<file path="src/rtl/vga_pattern_gen_pkg.sv">
// vga_pattern_gen_pkg: shared encodings for the VGA test-pattern source.
//   mode_e     : pattern-mode encodings (bars / checker / gradient / solid)
//   chan_e     : colour-channel indices R/G/B
//   NUM_PHASES : number of rotating colour phases
//   lit_chan() : (phase + sector) mod 3 -> lit channel
package vga_pattern_gen_pkg;

  typedef enum logic [1:0] {
    MODE_BARS  = 2'd0,
    MODE_CHECK = 2'd1,
    MODE_GRAD  = 2'd2,
    MODE_SOLID = 2'd3
  } mode_e;

  typedef enum logic [1:0] {
    CH_R = 2'd0,
    CH_G = 2'd1,
    CH_B = 2'd2
  } chan_e;

  localparam int NUM_PHASES = 3;

  // Sum is at most 2 + 15, so a 6-bit mod-3 suffices.
  function automatic chan_e lit_chan(input logic [1:0] phase, input logic [3:0] sector);
    logic [5:0] sum;
    logic [5:0] m;
    sum = {4'b0, phase} + {2'b0, sector};
    m   = sum % 6'd3;
    return chan_e'(m[1:0]);
  endfunction

endpackage

</file>
<file path="src/rtl/vga_pattern_gen_if.sv">
// vga_pattern_gen_if: pixel bus between timing generator, pattern source and DAC.
//   col/row/active         : timing generator -> pattern source
//   red/green/blue/pix_valid: pattern source -> DAC (registered, 1-cycle latency)
//   master modport: drives timing, consumes pixels; slave modport: the pattern source.
interface vga_pattern_gen_if #(
  parameter int COORD_W = 10,
  parameter int COLOR_W = 8
);
  logic [COORD_W-1:0] col;
  logic [COORD_W-1:0] row;
  logic               active;
  logic [COLOR_W-1:0] red;
  logic [COLOR_W-1:0] green;
  logic [COLOR_W-1:0] blue;
  logic               pix_valid;

  modport master (output col, row, active, input red, green, blue, pix_valid);
  modport slave  (input col, row, active, output red, green, blue, pix_valid);
endinterface

</file>
<file path="src/rtl/vga_pattern_gen_step_tick_gen.sv">
// step_tick_gen: free-running 0..TICKS_PER_STEP-1 counter.
//   i_clk   : pixel clock
//   i_reset : synchronous active-low reset (counter -> 0)
//   o_tick  : high during the cycle the counter wraps (count == TICKS_PER_STEP-1)
module step_tick_gen #(
  parameter int TICKS_PER_STEP = 25_000_000
) (
  input  logic i_clk,
  input  logic i_reset,
  output logic o_tick
);
  localparam int CW = (TICKS_PER_STEP > 1) ? $clog2(TICKS_PER_STEP) : 1;
  localparam logic [CW-1:0] LAST = CW'(TICKS_PER_STEP - 1);

  logic [CW-1:0] r_cnt;

  assign o_tick = (r_cnt == LAST);

  always_ff @(posedge i_clk) begin
    if (!i_reset)    r_cnt <= '0;
    else if (o_tick) r_cnt <= '0;
    else             r_cnt <= r_cnt + 1'b1;
  end
endmodule

</file>
<file path="src/rtl/vga_pattern_gen.sv">
// vga_pattern_gen: parametrised VGA test-pattern source.
//   i_clk, i_reset : pixel clock, synchronous active-low reset
//   bus (slave)    : col/row/active in, red/green/blue/pix_valid out (1-cycle latency)
//   i_mode         : 0 bars, 1 checker, 2 gradient, 3 solid (latched at frame start)
//   i_freeze       : discard step ticks (phase holds)
//   o_phase        : current colour phase 0..2
// Colour phase and mode only change at frame start, so a frame never tears.
module vga_pattern_gen
  import vga_pattern_gen_pkg::*;
#(
  parameter int COLOR_W        = 8,
  parameter int COORD_W        = 10,
  parameter int H_ACTIVE       = 640,
  parameter int NUM_SECTORS    = 4,
  parameter int CELL_H_LOG2    = 6,
  parameter int TICKS_PER_STEP = 25_000_000
) (
  input  logic               i_clk,
  input  logic               i_reset,
  vga_pattern_gen_if.slave   bus,
  input  logic [1:0]         i_mode,
  input  logic               i_freeze,
  output logic [1:0]         o_phase
);
  localparam int SEC_W = H_ACTIVE / NUM_SECTORS;
  localparam int KW    = (SEC_W > 1) ? $clog2(SEC_W) : 1;
  localparam logic [KW-1:0]      K_LAST = KW'(SEC_W - 1);
  localparam logic [3:0]         S_LAST = 4'(NUM_SECTORS - 1);
  localparam logic [COLOR_W-1:0] FS     = '1;

  // ---------------- step tick ----------------
  logic w_tick;
  step_tick_gen #(.TICKS_PER_STEP(TICKS_PER_STEP)) u_tick (
    .i_clk  (i_clk),
    .i_reset(i_reset),
    .o_tick (w_tick)
  );

  // ---------------- frame-start / phase ----------------
  logic       w_sof, w_step;
  logic       r_pending, w_pending_nxt;
  logic [1:0] r_phase, w_phase_nxt;
  mode_e      r_mode_q, w_mode_nxt;

  assign w_sof  = bus.active && (bus.col == '0) && (bus.row == '0);
  assign w_step = w_tick && !i_freeze;

  // A wrap coinciding with SOF advances immediately rather than via pending.
  always_comb begin
    w_phase_nxt   = r_phase;
    w_pending_nxt = r_pending;
    w_mode_nxt    = r_mode_q;
    if (w_sof) begin
      w_mode_nxt    = mode_e'(i_mode);
      w_pending_nxt = 1'b0;
      if (r_pending || w_step)
        w_phase_nxt = (r_phase == 2'(NUM_PHASES - 1)) ? 2'd0 : r_phase + 2'd1;
    end else if (w_step) begin
      w_pending_nxt = 1'b1;
    end
  end

  always_ff @(posedge i_clk) begin
    if (!i_reset) begin
      r_phase   <= 2'd0;
      r_pending <= 1'b0;
      r_mode_q  <= MODE_BARS;
    end else begin
      r_phase   <= w_phase_nxt;
      r_pending <= w_pending_nxt;
      r_mode_q  <= w_mode_nxt;
    end
  end

  assign o_phase = r_phase;

  // ---------------- sector tracking (no divider) ----------------
  // Counters restart on col==0; the effective values feed this cycle's colour.
  logic [KW-1:0] r_k, w_k;
  logic [3:0]    r_s, w_s;

  assign w_k = (bus.col == '0) ? '0 : r_k;
  assign w_s = (bus.col == '0) ? '0 : r_s;

  always_ff @(posedge i_clk) begin
    if (!i_reset) begin
      r_k <= '0;
      r_s <= '0;
    end else if (bus.active && (w_k == K_LAST)) begin
      r_k <= '0;
      r_s <= (w_s == S_LAST) ? w_s : w_s + 4'd1;
    end else if (bus.active) begin
      r_k <= w_k + 1'b1;
      r_s <= w_s;
    end else begin
      r_k <= w_k;
      r_s <= w_s;
    end
  end

  // ---------------- colour mux ----------------
  logic [COLOR_W-1:0] w_grad;
  generate
    if (COLOR_W <= COORD_W) begin : g_grad_trunc
      assign w_grad = bus.col[COORD_W-1 -: COLOR_W];
    end else begin : g_grad_ext
      assign w_grad = {bus.col, {(COLOR_W-COORD_W){1'b0}}};
    end
  endgenerate

  chan_e              w_lit, w_sel;
  logic               w_white;
  logic [COLOR_W-1:0] w_val, w_r, w_g, w_b;

  // Checkerboard alternates on sector parity vs. the cell-row bit.
  assign w_white = w_s[0] ^ bus.row[CELL_H_LOG2];
  assign w_lit   = lit_chan(w_phase_nxt, w_s);

  always_comb begin
    w_sel = w_lit;
    w_val = FS;
    case (w_mode_nxt)
      MODE_GRAD:  w_val = w_grad;
      MODE_SOLID: w_sel = chan_e'(w_phase_nxt);
      default:    ;
    endcase
    w_r = (w_sel == CH_R) ? w_val : '0;
    w_g = (w_sel == CH_G) ? w_val : '0;
    w_b = (w_sel == CH_B) ? w_val : '0;
    if (w_mode_nxt == MODE_CHECK && w_white) begin
      w_r = FS;
      w_g = FS;
      w_b = FS;
    end
  end

  // ---------------- output register ----------------
  logic [COLOR_W-1:0] r_red, r_green, r_blue;
  logic               r_pix_valid;

  always_ff @(posedge i_clk) begin
    if (!i_reset) begin
      r_red       <= '0;
      r_green     <= '0;
      r_blue      <= '0;
      r_pix_valid <= 1'b0;
    end else begin
      r_red       <= bus.active ? w_r : '0;
      r_green     <= bus.active ? w_g : '0;
      r_blue      <= bus.active ? w_b : '0;
      r_pix_valid <= bus.active;
    end
  end

  assign bus.red       = r_red;
  assign bus.green     = r_green;
  assign bus.blue      = r_blue;
  assign bus.pix_valid = r_pix_valid;

  logic w_unused;
  assign w_unused = ^{bus.row, bus.col};
endmodule

</file>
<file path="src/flat_wrapper.sv">
// flat-port wrapper written by rule: the top's interface ports become plain ports
module vga_pattern_gen_flat import vga_pattern_gen_pkg::*;
#(
  parameter int COLOR_W        = 8,
  parameter int COORD_W        = 10,
  parameter int H_ACTIVE       = 640,
  parameter int NUM_SECTORS    = 4,
  parameter int CELL_H_LOG2    = 6,
  parameter int TICKS_PER_STEP = 25_000_000
)
  (i_clk, i_reset, i_mode, i_freeze, o_phase, bus_col, bus_row, bus_active, bus_red, bus_green, bus_blue, bus_pix_valid);
  vga_pattern_gen_if #(.COORD_W(COORD_W), .COLOR_W(COLOR_W)) bus_i ();
  input  logic i_clk;
  input  logic i_reset;
  input  logic [1:0] i_mode;
  input  logic i_freeze;
  output logic [1:0] o_phase;
  input wire logic [$bits(bus_i.col)-1:0] bus_col;
  input wire logic [$bits(bus_i.row)-1:0] bus_row;
  input wire logic [$bits(bus_i.active)-1:0] bus_active;
  output wire logic [$bits(bus_i.red)-1:0] bus_red;
  output wire logic [$bits(bus_i.green)-1:0] bus_green;
  output wire logic [$bits(bus_i.blue)-1:0] bus_blue;
  output wire logic [$bits(bus_i.pix_valid)-1:0] bus_pix_valid;
  assign bus_i.col = bus_col;
  assign bus_i.row = bus_row;
  assign bus_i.active = bus_active;
  assign bus_red = bus_i.red;
  assign bus_green = bus_i.green;
  assign bus_blue = bus_i.blue;
  assign bus_pix_valid = bus_i.pix_valid;
  vga_pattern_gen #(.COLOR_W(COLOR_W), .COORD_W(COORD_W), .H_ACTIVE(H_ACTIVE), .NUM_SECTORS(NUM_SECTORS), .CELL_H_LOG2(CELL_H_LOG2), .TICKS_PER_STEP(TICKS_PER_STEP)) u_core (.i_clk(i_clk), .i_reset(i_reset), .bus(bus_i), .i_mode(i_mode), .i_freeze(i_freeze), .o_phase(o_phase));
endmodule
</file>
<file path="config.mk">
export PLATFORM = sky130hd
export DESIGN_NAME = vga_pattern_gen_flat
export DESIGN_NICKNAME = d
export VERILOG_FILES = /design/src/rtl/vga_pattern_gen_pkg.sv /design/src/rtl/vga_pattern_gen_if.sv /design/src/rtl/vga_pattern_gen_step_tick_gen.sv /design/src/rtl/vga_pattern_gen.sv /design/src/flat_wrapper.sv
export SDC_FILE = /design/constraint.sdc
export NUM_CORES = 1
export LEC_CHECK = 0
export BUFFER_PORTS_ARGS = -buffer_cell sky130_fd_sc_hd__buf_2
export CORE_ASPECT_RATIO = 2
export CORE_UTILIZATION = 50
export CTS_BUF_LIST = sky130_fd_sc_hd__clkbuf_4
export DETAILED_ROUTE_END_ITERATION = 6
export PLACE_DENSITY = 0.72
export SLEW_MARGIN = 20
export SYNTH_ARGS = -nofsm -noshare
export SYNTH_HDL_FRONTEND = slang
export SYNTH_SLANG_ARGS = --single-unit
</file>
<file path="constraint.sdc">
create_clock -name i_clk -period 13.6 [get_ports i_clk]
set_clock_uncertainty 0.05 [all_clocks]
set_input_delay 2.72 -clock i_clk [delete_from_list [all_inputs] [get_ports i_clk]]
set_output_delay 2.72 -clock i_clk [all_outputs]
set_load 0.01 [all_outputs]
</file>
==> flow_metrics.env, run 1 <==
export IMPL_r2r_start="u_core.u_tick.r_cnt[0]"
export IMPL_layout_min_cycle_time_ns=9.40
export IMPL_route_detailed_drc=0
export IMPL_maxCapViolCount=0
export IMPL_routed_via_density=5.41
export IMPL_cts_tree="yes"
export IMPL_grt_pass1_wl_um=12600
export IMPL_postSynthCellCount=398
export IMPL_clk_latency_ns=0.42
export IMPL_ys_warn_count=0
export IMPL_io_buffers=52
export IMPL_syn_area_um2=3390
export IMPL_dp_hpwl_um=5870
export IMPL_slowest_stage="fa_1"
export IMPL_synth_edff_count=0
export IMPL_ant_nets=0
export IMPL_clock_power_share_pct=37.9
export IMPL_slew_viol_final=0
export IMPL_yosys_top_cells_area="dfxtp_1 (40%), nor2_1 (5.2%), xor2_1 (4.9%)"
export IMPL_power_share_switching_pct=24.9
export IMPL_avgSynthCellArea_um2=8.53
export IMPL_drt_total_wl_um=7610
export IMPL_grt_util_all_layers_pct=23.4
export IMPL_crit_fanout=16
export IMPL_postCtsHoldBufs=0
export IMPL_initial_core_util_pct=51.7
export IMPL_clockBufferDepth=2
export IMPL_fin_tns_setup_ns=0
export IMPL_worstHoldPathCells=1
export IMPL_critPathKind="primary input to flip-flop"
export IMPL_rrSetupSlack_ns=6.33
export IMPL_coreArea_um2=6570
export IMPL_yosysUniqueCellTypes=56
export IMPL_numCtsBuffers=9
export IMPL_hold_viol_final=0
export IMPL_cts_max_level=3
export IMPL_end_kind="flip-flop"
export IMPL_syn_num_nets=433
export IMPL_combinationalPowerShare_pct=5.1
export IMPL_synthArstFlopShare_pct=0
export IMPL_fmax_mhz=106
export IMPL_cts_root_buffer="clkbuf_4"
export IMPL_ys_ff_latch=67
export IMPL_overflow=0
export IMPL_ir_worst_vdd_v=0.0000703
export IMPL_synth_seq_area_share_pct=39.5
export IMPL_synth_top_area_cell="dfxtp_1"
export IMPL_yosysMostFrequentCell="dfxtp_1"
export IMPL_min_to="u_core.u_tick.r_cnt[0]"
export IMPL_grt_pass1_vias=2837
export IMPL_routedWlPerCell_um=14.1
export IMPL_max_slew_margin_pct=47.1
export IMPL_antenna_found_initial=0
export IMPL_cell_internal_pwr_uw=264
export IMPL_grt_start_max_net_pins=25
export IMPL_num_rows=42
export IMPL_crit_start="bus_col[4]"
export IMPL_dr_pass1_iters=5
export IMPL_dr_first_iter_drc_count=147
export IMPL_drive_gt1_share_pct=17.7
export IMPL_cellLeakagePower_nw=1.61
export IMPL_ctsResizeCount=0
export IMPL_fin_nets=482
export IMPL_p_seq_share_pct=57.0
export IMPL_r2r_end="u_core.bus.blue[7]"
export IMPL_synth_top_area_share_pct=39.5
export IMPL_die_h_um=119
export IMPL_hold_path_class="flip-flop to flip-flop"
export IMPL_p_switching_uw=87.5
export IMPL_min_from="u_core.u_tick.r_cnt[0]"
export IMPL_antennaDiodeCount=0
export IMPL_path_clk_slew_ns=0.12
export IMPL_setup_violations=0
export IMPL_vias=2922
export IMPL_worst_slack_ns=4.20
export IMPL_ys_top_cells_by_count="dfxtp_1 (67), nor2_1 (47), nand2_1 (40)"
export IMPL_fillers=621
export IMPL_cp_required_ns=13.85
export IMPL_routabilityCongestion=0.940
export IMPL_synth_flop_cell="dfxtp_1"
export IMPL_dieArea_um2=7140
export IMPL_status="finished, final reports clean"
export IMPL_post_cts_buffers=0
export IMPL_worst_pin_slew_ns=0.792
export IMPL_rr_worst_depth=30
export IMPL_max_stage_delay_ns=0.52
export IMPL_die_w_um=60.3
export IMPL_powerDensity_nw_per_um2=91.3
export IMPL_post_route_period_util_pct=69.1
export IMPL_io_pins=53
export IMPL_grt_setup_unrepaired="no"
export IMPL_pre_cts_ws_ns=3.78
export IMPL_cp_arrival_ns=9.64
export IMPL_cts_sinks=67
export IMPL_area_growth_synth_to_final_pct=13.4
export IMPL_cp_start_kind="primary input"
[layer usage]
metal / global-route usage, % / part of all wire, % / vias up
li1: - / - / 1480
met1: 23.4 / 37 / 1379
met2: 42.3 / 57 / 49
met3: 6.24 / 3.1 / 14
met4: 10.6 / 2.6 / 0
met5: 0 / 0 / -
[cells by family (layout without fill, tap and decap cells)]
group / count (synthesis) / count (layout) / share of synthesized area [%]
AO/OA/AOI/OAI: 73 / 73 / 14.9
XOR/XNOR: 34 / 34 / 8.78
adder cells (fa/ha/maj): 9 / 9 / 3.54
buffers and inverters: 28 / 82 / 3.28
flip-flops: 67 / 67 / 39.5
multiplexers: 11 / 11 / 3.32
AND/OR/NAND/NOR: 176 / 176 / 26.6
[cell type report]
class	count	area (um^2)	area share, %
multi-input cells	303	1940	50.4
well taps	88	110	2.86
inverters	14	52.6	1.37
clock buffers	9	67.6	1.76
flip-flops and latches	67	1340	34.9
repair buffers	52	260	6.76
clock inverters	7	75.1	1.95
[power by group through the flow]
stage / registers (mW) / clock network (mW) / logic, mW
finish: 0.200 / 0.133 / 0.0179
CTS: 0.200 / 0.138 / 0.0182
detailed placement: 0.205 / 0 / 0.0181
floorplan: 0.205 / 0 / 0.00886
global route: 0.201 / 0.145 / 0.0200
global placement: 0.205 / 0 / 0.0180
[placed cells by master, fill, tap and decap left out, drive strengths merged, types with 8 or more instances in the layout]
cell type	instances
nand3	18
o21ai	31
ha	8
and2	22
o21a	10
xnor2	15
and3	9
clkbuf	9
buf	52
nor2	47
nand2	40
dfxtp	67
nand4	10
xor2	19
mux2i	9
inv	16
[worst max-delay path by stage]
stage                               end  cells past startpoint
floorplan           u_core.bus.green[0]                     30
global placement    u_core.bus.green[4]                     30
detailed placement   u_core.bus.blue[7]                     31
CTS                 u_core.bus.green[5]                     31
global route         u_core.bus.blue[5]                     31
finish               u_core.bus.blue[7]                     31
[state kept, by name, summed over array words and instances, names as in the netlist]
name / count
u_core.u_tick.r_cnt: 25
u_core.bus.blue: 8
u_core.bus.green: 8
u_core.bus.red: 8
u_core.r_k: 8
u_core.r_s: 4
u_core.o_phase: 2
u_core.r_mode_q: 2
u_core.bus.pix_valid: 1
u_core.r_pending: 1
[per-stage QoR]
stage               total power, mW  util, %  area (um^2)  hold WS (ns)  instances
floorplan                     0.214        -         3390         0.376        398
global placement              0.223     56.4         3700         0.395        524
detailed placement            0.223     56.4         3700         0.404        524
CTS                           0.357     58.6         3850         0.429        540
global route                  0.366     58.6         3850         0.469        540
finish                        0.351     58.6         3850         0.421        540
[worst max-delay path: cells and delay by family]
kind	cells	cell delay (ns)
simple gates	8	2.17
compound gates	8	1.57
fa+ha+maj	5	1.46
mux	4	1.05
buf+inv	5	0.46
xor+xnor	1	0.23
Note: power is estimated with default switching activity, not from simulation.
==> run 2: changes to the inputs <==
==> constraint.sdc (replaced) <==
create_clock -name i_clk -period 9.73 [get_ports i_clk]
set_clock_uncertainty 0.05 [all_clocks]
set_input_delay 1.946 -clock i_clk [delete_from_list [all_inputs] [get_ports i_clk]]
set_output_delay 1.946 -clock i_clk [all_outputs]
set_load 0.01 [all_outputs]
==> run 2 against run 1 <==
Compared with the run above: critical path depth grew 1; hold slack gained 0.0078 ns; design area grew 0.23%; setup slack lost 3.0 ns; critical endpoint is now u_core.bus.green[5]; wire length shrank 0.25%; sequential share of layout area shrank 0.079 points; die area is the same; sequential power grew 40%; flip-flop and latch count is the same.
==> flow_metrics.env, run 2 (synthesis gave the netlist of run 1 again) <==
export IMPL_p_switching_uw=125
export IMPL_dieArea_um2=7140
export IMPL_cell_internal_pwr_uw=369
export IMPL_cts_max_level=3
export IMPL_crit_fanout=16
export IMPL_end_kind="flip-flop"
export IMPL_fin_tns_setup_ns=0
export IMPL_routabilityCongestion=0.944
export IMPL_postCtsHoldBufs=0
export IMPL_post_cts_buffers=0
export IMPL_drt_total_wl_um=7590
export IMPL_cp_arrival_ns=8.86
export IMPL_cts_sinks=67
export IMPL_drive_gt1_share_pct=17.9
export IMPL_overflow=0
export IMPL_antennaDiodeCount=0
export IMPL_cp_start_kind="primary input"
export IMPL_antenna_found_initial=0
export IMPL_power_share_switching_pct=25.4
export IMPL_slowest_stage="fa_1"
export IMPL_powerDensity_nw_per_um2=128
export IMPL_clockBufferDepth=2
export IMPL_dp_hpwl_um=5890
export IMPL_ir_worst_vdd_v=0.000102
export IMPL_dr_first_iter_drc_count=172
export IMPL_cts_tree="yes"
export IMPL_slew_viol_final=0
export IMPL_fin_worst_hold_slack_ns=0.429
export IMPL_largest_reg_flops=25
export IMPL_vias=2925
export IMPL_p_seq_share_pct=56.7
export IMPL_multi_input_area_um2=1940
export IMPL_grt_pass1_vias=2895
export IMPL_worst_pin_slew_ns=0.812
export IMPL_grt_start_max_net_pins=25
export IMPL_routed_via_density=5.41
export IMPL_dr_pass1_iters=4
export IMPL_final_common_cell="dfxtp_1"
export IMPL_layout_min_cycle_time_ns=8.54
export IMPL_cp_required_ns=10.05
export IMPL_clk_latency_ns=0.43
export IMPL_numCtsBuffers=9
export IMPL_io_pins=53
export IMPL_fillers=620
export IMPL_max_stage_delay_ns=0.52
export IMPL_fmax_mhz=117
export IMPL_maxCapViolCount=0
export IMPL_critPathKind="primary input to flip-flop"
export IMPL_clock_power_share_pct=38.3
export IMPL_hold_viol_final=0
export IMPL_io_buffers=52
export IMPL_cts_root_buffer="clkbuf_4"
export IMPL_route_detailed_drc=0
export IMPL_grt_util_all_layers_pct=23.3
export IMPL_routedWlPerCell_um=14.0
export IMPL_regMostFlops="u_core.u_tick.r_cnt"
export IMPL_num_rows=42
export IMPL_die_h_um=119
export IMPL_die_w_um=60.3
export IMPL_regArea_um2=1340
export IMPL_setup_violations=0
export IMPL_max_slew_margin_pct=45.7
export IMPL_ant_nets=0
export IMPL_post_route_period_util_pct=87.8
export IMPL_cellLeakagePower_nw=1.60
export IMPL_grt_setup_unrepaired="no"
export IMPL_final_cell_mix="dfxtp_1 (67), buf_2 (52), nor2_1 (47)"
export IMPL_fin_nets=483
export IMPL_status="finished, final reports clean"
export IMPL_hold_path_class="flip-flop to flip-flop"
export IMPL_coreArea_um2=6570
export IMPL_path_clk_slew_ns=0.12
export IMPL_grt_pass1_wl_um=12600
export IMPL_initial_core_util_pct=51.7
export IMPL_ctsResizeCount=0
export IMPL_combinationalPowerShare_pct=5.1
export IMPL_area_growth_synth_to_final_pct=13.6
-- run 2: changes by cell type in the layout (fill, tap and decap cells not counted) --
| cell | delta |
|---|---|
| clkinv_2 | -1 |
| clkinv_4 | -1 |
| buf_4 | +1 |
| clkinvlp_4 | +2 |
-- run 2: power by group through the flow --
stage	Clock, mW	Combinational (mW)	Sequential, mW
after floorplan	0	0.0124	0.287
after global placement	0	0.0251	0.286
after detailed placement	0	0.0253	0.286
after CTS	0.194	0.0253	0.280
after global routing	0.206	0.0276	0.280
final	0.189	0.0250	0.280
-- run 2: critical path, delay by kind of cell --
kind | cells | cell delay (ns)
xor gates and xnor gates | 1 | 0.25
and+or+nand+nor | 9 | 1.98
adders and majority gates | 5 | 1.46
muxes | 4 | 1.10
AOI/OAI and AO/OA | 7 | 1.45
buffers and inverters | 6 | 0.68
-- run 2: metal layers --
metal | GRT usage [%] | vias to the layer above | routed length [um]
met3 | 4.92 | 18 | 197
met2 | 41.6 | 49 | 4300
met4 | 12.6 | 0 | 223
met5 | 0 | - | 0
met1 | 23.6 | 1379 | 2880
li1 | - | 1479 | -
-- run 2: stage by stage --
step           setup WS, ns  utilization (%)  cell area, um^2  std cells  power (mW)
2_1_floorplan          1.87                -             3390        398       0.299
3_3_place_gp           1.08             56.5             3710        525       0.311
3_5_place_dp          0.830             56.5             3710        525       0.312
4_1_cts                1.29             58.7             3860        541       0.500
5_1_grt               0.684             58.7             3860        541       0.514
6_report               1.19             58.7             3860        541       0.494
-- run 2: path summary, 6_finish.rpt --
check | startpoint | end | slack [ns] | cells after the start
setup / recovery | bus_col[8] | u_core.bus.green[5] | 1.19 | 32
hold / removal | u_core.u_tick.r_cnt[0] | u_core.u_tick.r_cnt[0] | 0.43 | 1
setup reg to reg | u_core.u_tick.r_cnt[0] | u_core.bus.green[5] | 2.45 | 30
hold reg to reg | u_core.u_tick.r_cnt[0] | u_core.u_tick.r_cnt[0] | 0.43 | 1
-- run 2: cell type report --
type	instances	share of cell area [%]
sequential	67	34.8
inverter	14	1.36
clock buffer	9	1.75
clock inverter	7	1.98
multi-input combinational	303	50.3
tap	88	2.86
timing repair buffer	53	6.94
==> run 3: changes to the inputs <==
--- a/config.mk
+++ b/config.mk
@@ -11,7 +11,9 @@
 export CTS_BUF_LIST = sky130_fd_sc_hd__clkbuf_4
 export DETAILED_ROUTE_END_ITERATION = 6
 export PLACE_DENSITY = 0.72
+export RECOVER_POWER = 50
 export SLEW_MARGIN = 20
 export SYNTH_ARGS = -nofsm -noshare
 export SYNTH_HDL_FRONTEND = slang
+export SYNTH_HIERARCHICAL = 1
 export SYNTH_SLANG_ARGS = --single-unit
==> run 3 against run 2 <==
Compared with the run above: design area rose by 0.39%; combinational power shrank 12%; hold slack improved by 0.010 ns; sequential share of layout area is 0.13 points lower; register-to-register slack got worse by 0.20 ns; final cell count up 0.18%; critical path type unchanged; largest power group unchanged; setup slack improved by 0.31 ns; the flow now finishes with violations (capacitance limit); synthesized cell count unchanged; area after synthesis rose by 1.7%; die area increased by 1.7%; global-route usage up 1.6 points.
==> flow_metrics.env, run 3 <==
export IMPL_path_clk_slew_ns=0.12
export IMPL_routedWlPerCell_um=15.0
export IMPL_cts_tree="yes"
export IMPL_yosys_top_cells_area="dfxtp_1 (39%), nor2_1 (4.6%), nand2_1 (4.0%)"
export IMPL_routabilityCongestion=0.864
export IMPL_post_cts_buffers=0
export IMPL_route_detailed_drc=0
export IMPL_dr_first_iter_drc_count=177
export IMPL_final_cell_mix="dfxtp_1 (67), nor2_1 (42), nand2_1 (37)"
export IMPL_dr_pass1_iters=4
export IMPL_critPathBufInv=2
export IMPL_fillers=667
export IMPL_cts_max_level=3
export IMPL_synth_flop_cell="dfxtp_1"
export IMPL_slowest_stage="nor4_1"
export IMPL_synth_xor_area_share_pct=6.56
export IMPL_multi_input_area_um2=1940
export IMPL_fmax_mhz=121
export IMPL_setup_violations=0
export IMPL_fin_nets=483
export IMPL_dp_hpwl_um=6210
export IMPL_final_util_pct=58.5
export IMPL_end_kind="flip-flop"
export IMPL_io_buffers=52
export IMPL_largest_reg_flops=25
export IMPL_area_growth_synth_to_final_pct=12.1
export IMPL_synth_seq_area_share_pct=38.9
export IMPL_synth_edff_count=0
export IMPL_cp_start_kind="primary input"
export IMPL_ys_warn_count=6
export IMPL_vias=3056
export IMPL_postCtsHoldBufs=0
export IMPL_crit_family="simple AND/OR/NAND/NOR gates"
export IMPL_cpMostUsedCell="ha_1"
export IMPL_worst_pin_slew_ns=1.47
export IMPL_cts_sinks=67
export IMPL_grt_pass1_wl_um=13400
export IMPL_yosysUniqueCellTypes=67
export IMPL_ys_ff_latch=67
export IMPL_post_route_period_util_pct=84.6
export IMPL_yosysMostFrequentCell="dfxtp_1"
export IMPL_synth_fa_ha_area_share_pct=3.48
export IMPL_syn_num_nets=433
export IMPL_yosys_area_share_simple_pct=29.4
export IMPL_cellLeakagePower_nw=1.49
export IMPL_powerDensity_nw_per_um2=140
export IMPL_hold_viol_final=0
export IMPL_slew_viol_final=0
export IMPL_routed_via_density=5.64
export IMPL_avgSynthCellArea_um2=8.67
export IMPL_ctsResizeCount=0
export IMPL_synth_top_area_cell="dfxtp_1"
export IMPL_grt_pass1_vias=2959
export IMPL_synthArstFlopShare_pct=0
export IMPL_die_w_um=60.8
export IMPL_maxCapViolCount=1
export IMPL_postSynthCellCount=398
export IMPL_drive_gt1_share_pct=16.6
export IMPL_grt_util_all_layers_pct=25.0
export IMPL_antenna_found_initial=1
export IMPL_cp_arrival_ns=8.52
export IMPL_ant_nets=0
export IMPL_grt_start_max_net_pins=19
export IMPL_numCtsBuffers=9
export IMPL_hold_path_class="flip-flop to flip-flop"
export IMPL_crit_fanout=15
export IMPL_die_h_um=120
export IMPL_clk_latency_ns=0.42
export IMPL_regArea_um2=1340
export IMPL_overflow=0
export IMPL_synth_compound_area_share_pct=15.4
export IMPL_cts_root_buffer="clkbuf_4"
export IMPL_layout_min_cycle_time_ns=8.24
export IMPL_clockBufferDepth=2
export IMPL_ir_worst_vdd_v=0.0000670
export IMPL_fin_tns_setup_ns=0
export IMPL_coreArea_um2=6620
export IMPL_synth_top_family_by_area="simple AND/OR/NAND/NOR gates"
export IMPL_ys_top_cells_by_count="dfxtp_1 (67), nor2_1 (42), nand2_1 (37)"
export IMPL_num_rows=42
export IMPL_regMostFlops="u_core/u_tick/r_cnt"
export IMPL_drt_total_wl_um=8140
export IMPL_synth_top_area_share_pct=38.9
export IMPL_grt_setup_unrepaired="no"
export IMPL_status="finished with violations"
export IMPL_cp_required_ns=10.01
export IMPL_synthMuxAreaShare_pct=2.57
export IMPL_syn_area_um2=3450
export IMPL_violations="capacitance limit"
export IMPL_initial_core_util_pct=52.1
export IMPL_dieArea_um2=7260
export IMPL_io_pins=53
export IMPL_max_stage_delay_ns=0.45
export IMPL_final_common_cell="dfxtp_1"
export IMPL_max_slew_margin_pct=0.576
export IMPL_critPathKind="primary input to flip-flop"
==> run 3: changes by cell type after synthesis, moves of 6 or more <==
cell and change:
clkbuf_1 -7, and2b_1 +8, xor2_1 -10, o21a_1 -6
and2_1 -12, a21oi_1 +19, or3_1 +7
==> run 3: layout make-up <==
| type | count | area share [%] |
|---|---|---|
| Clock buffer | 9 | 1.75 |
| Sequential cell | 67 | 34.6 |
| Multi-Input combinational cell | 306 | 50.2 |
| Inverter | 10 | 0.970 |
| Clock inverter | 7 | 3.20 |
| Tap cell | 88 | 2.84 |
| Timing Repair Buffer | 54 | 6.33 |
| Antenna cell | 1 | 0.0646 |
==> run 3: report_power, final <==
part | switching (mW) | internal (mW) | total, mW
logic | 0.0129 | 0.00918 | 0.0221
clock network | 0.106 | 0.132 | 0.238
registers | 0.00241 | 0.278 | 0.281
==> run 3: final timing paths <==
kind                                start                      end  slack (ns)  cells after the start
hold reg to reg   u_core/u_tick/r_cnt[24]  u_core/u_tick/r_cnt[24]        0.44                      2
hold / removal    u_core/u_tick/r_cnt[24]  u_core/u_tick/r_cnt[24]        0.44                      2
setup / recovery               bus_col[3]      u_core/bus.green[5]        1.49                     30
setup reg to reg   u_core/u_tick/r_cnt[2]      u_core/bus.green[5]        2.25                     30
==> run 3: tightest hold or removal path: stages (launching register included) <==
cell     delay, ns
dfxtp_1       0.34
o31ai_1       0.06
a21oi_1       0.06
==> run 3: through the flow <==
step	setup WS [ns]	instance area [um^2]	hold slack, ns	power [mW]	std cells
6_report	1.49	3870	0.439	0.540	542
5_1_grt	0.856	3870	0.479	0.564	542
4_1_cts	1.62	3940	0.446	0.548	541
3_5_place_dp	1.16	3740	0.427	0.310	525
3_3_place_gp	1.35	3740	0.415	0.310	525
2_1_floorplan	1.68	3450	0.395	0.298	398
==> run 3: kinds of logic after synthesis <==
| group | count (synthesis) |
|---|---|
| flip-flops | 67 |
| adder cells (fa/ha/maj) | 9 |
| AND/OR/NAND/NOR | 186 |
| XOR/XNOR | 25 |
| AO/OA/AOI/OAI | 78 |
| multiplexers | 8 |
| buffers and inverters | 25 |
==> run 3: layer usage <==
metal | part of all wire, % | vias up | GRT usage, %
met4 | 2.7 | 0 | 12.1
met5 | 0 | - | 0
met2 | 57 | 81 | 45.6
met3 | 3.1 | 18 | 5.50
li1 | - | 1514 | -
met1 | 38 | 1443 | 25.0
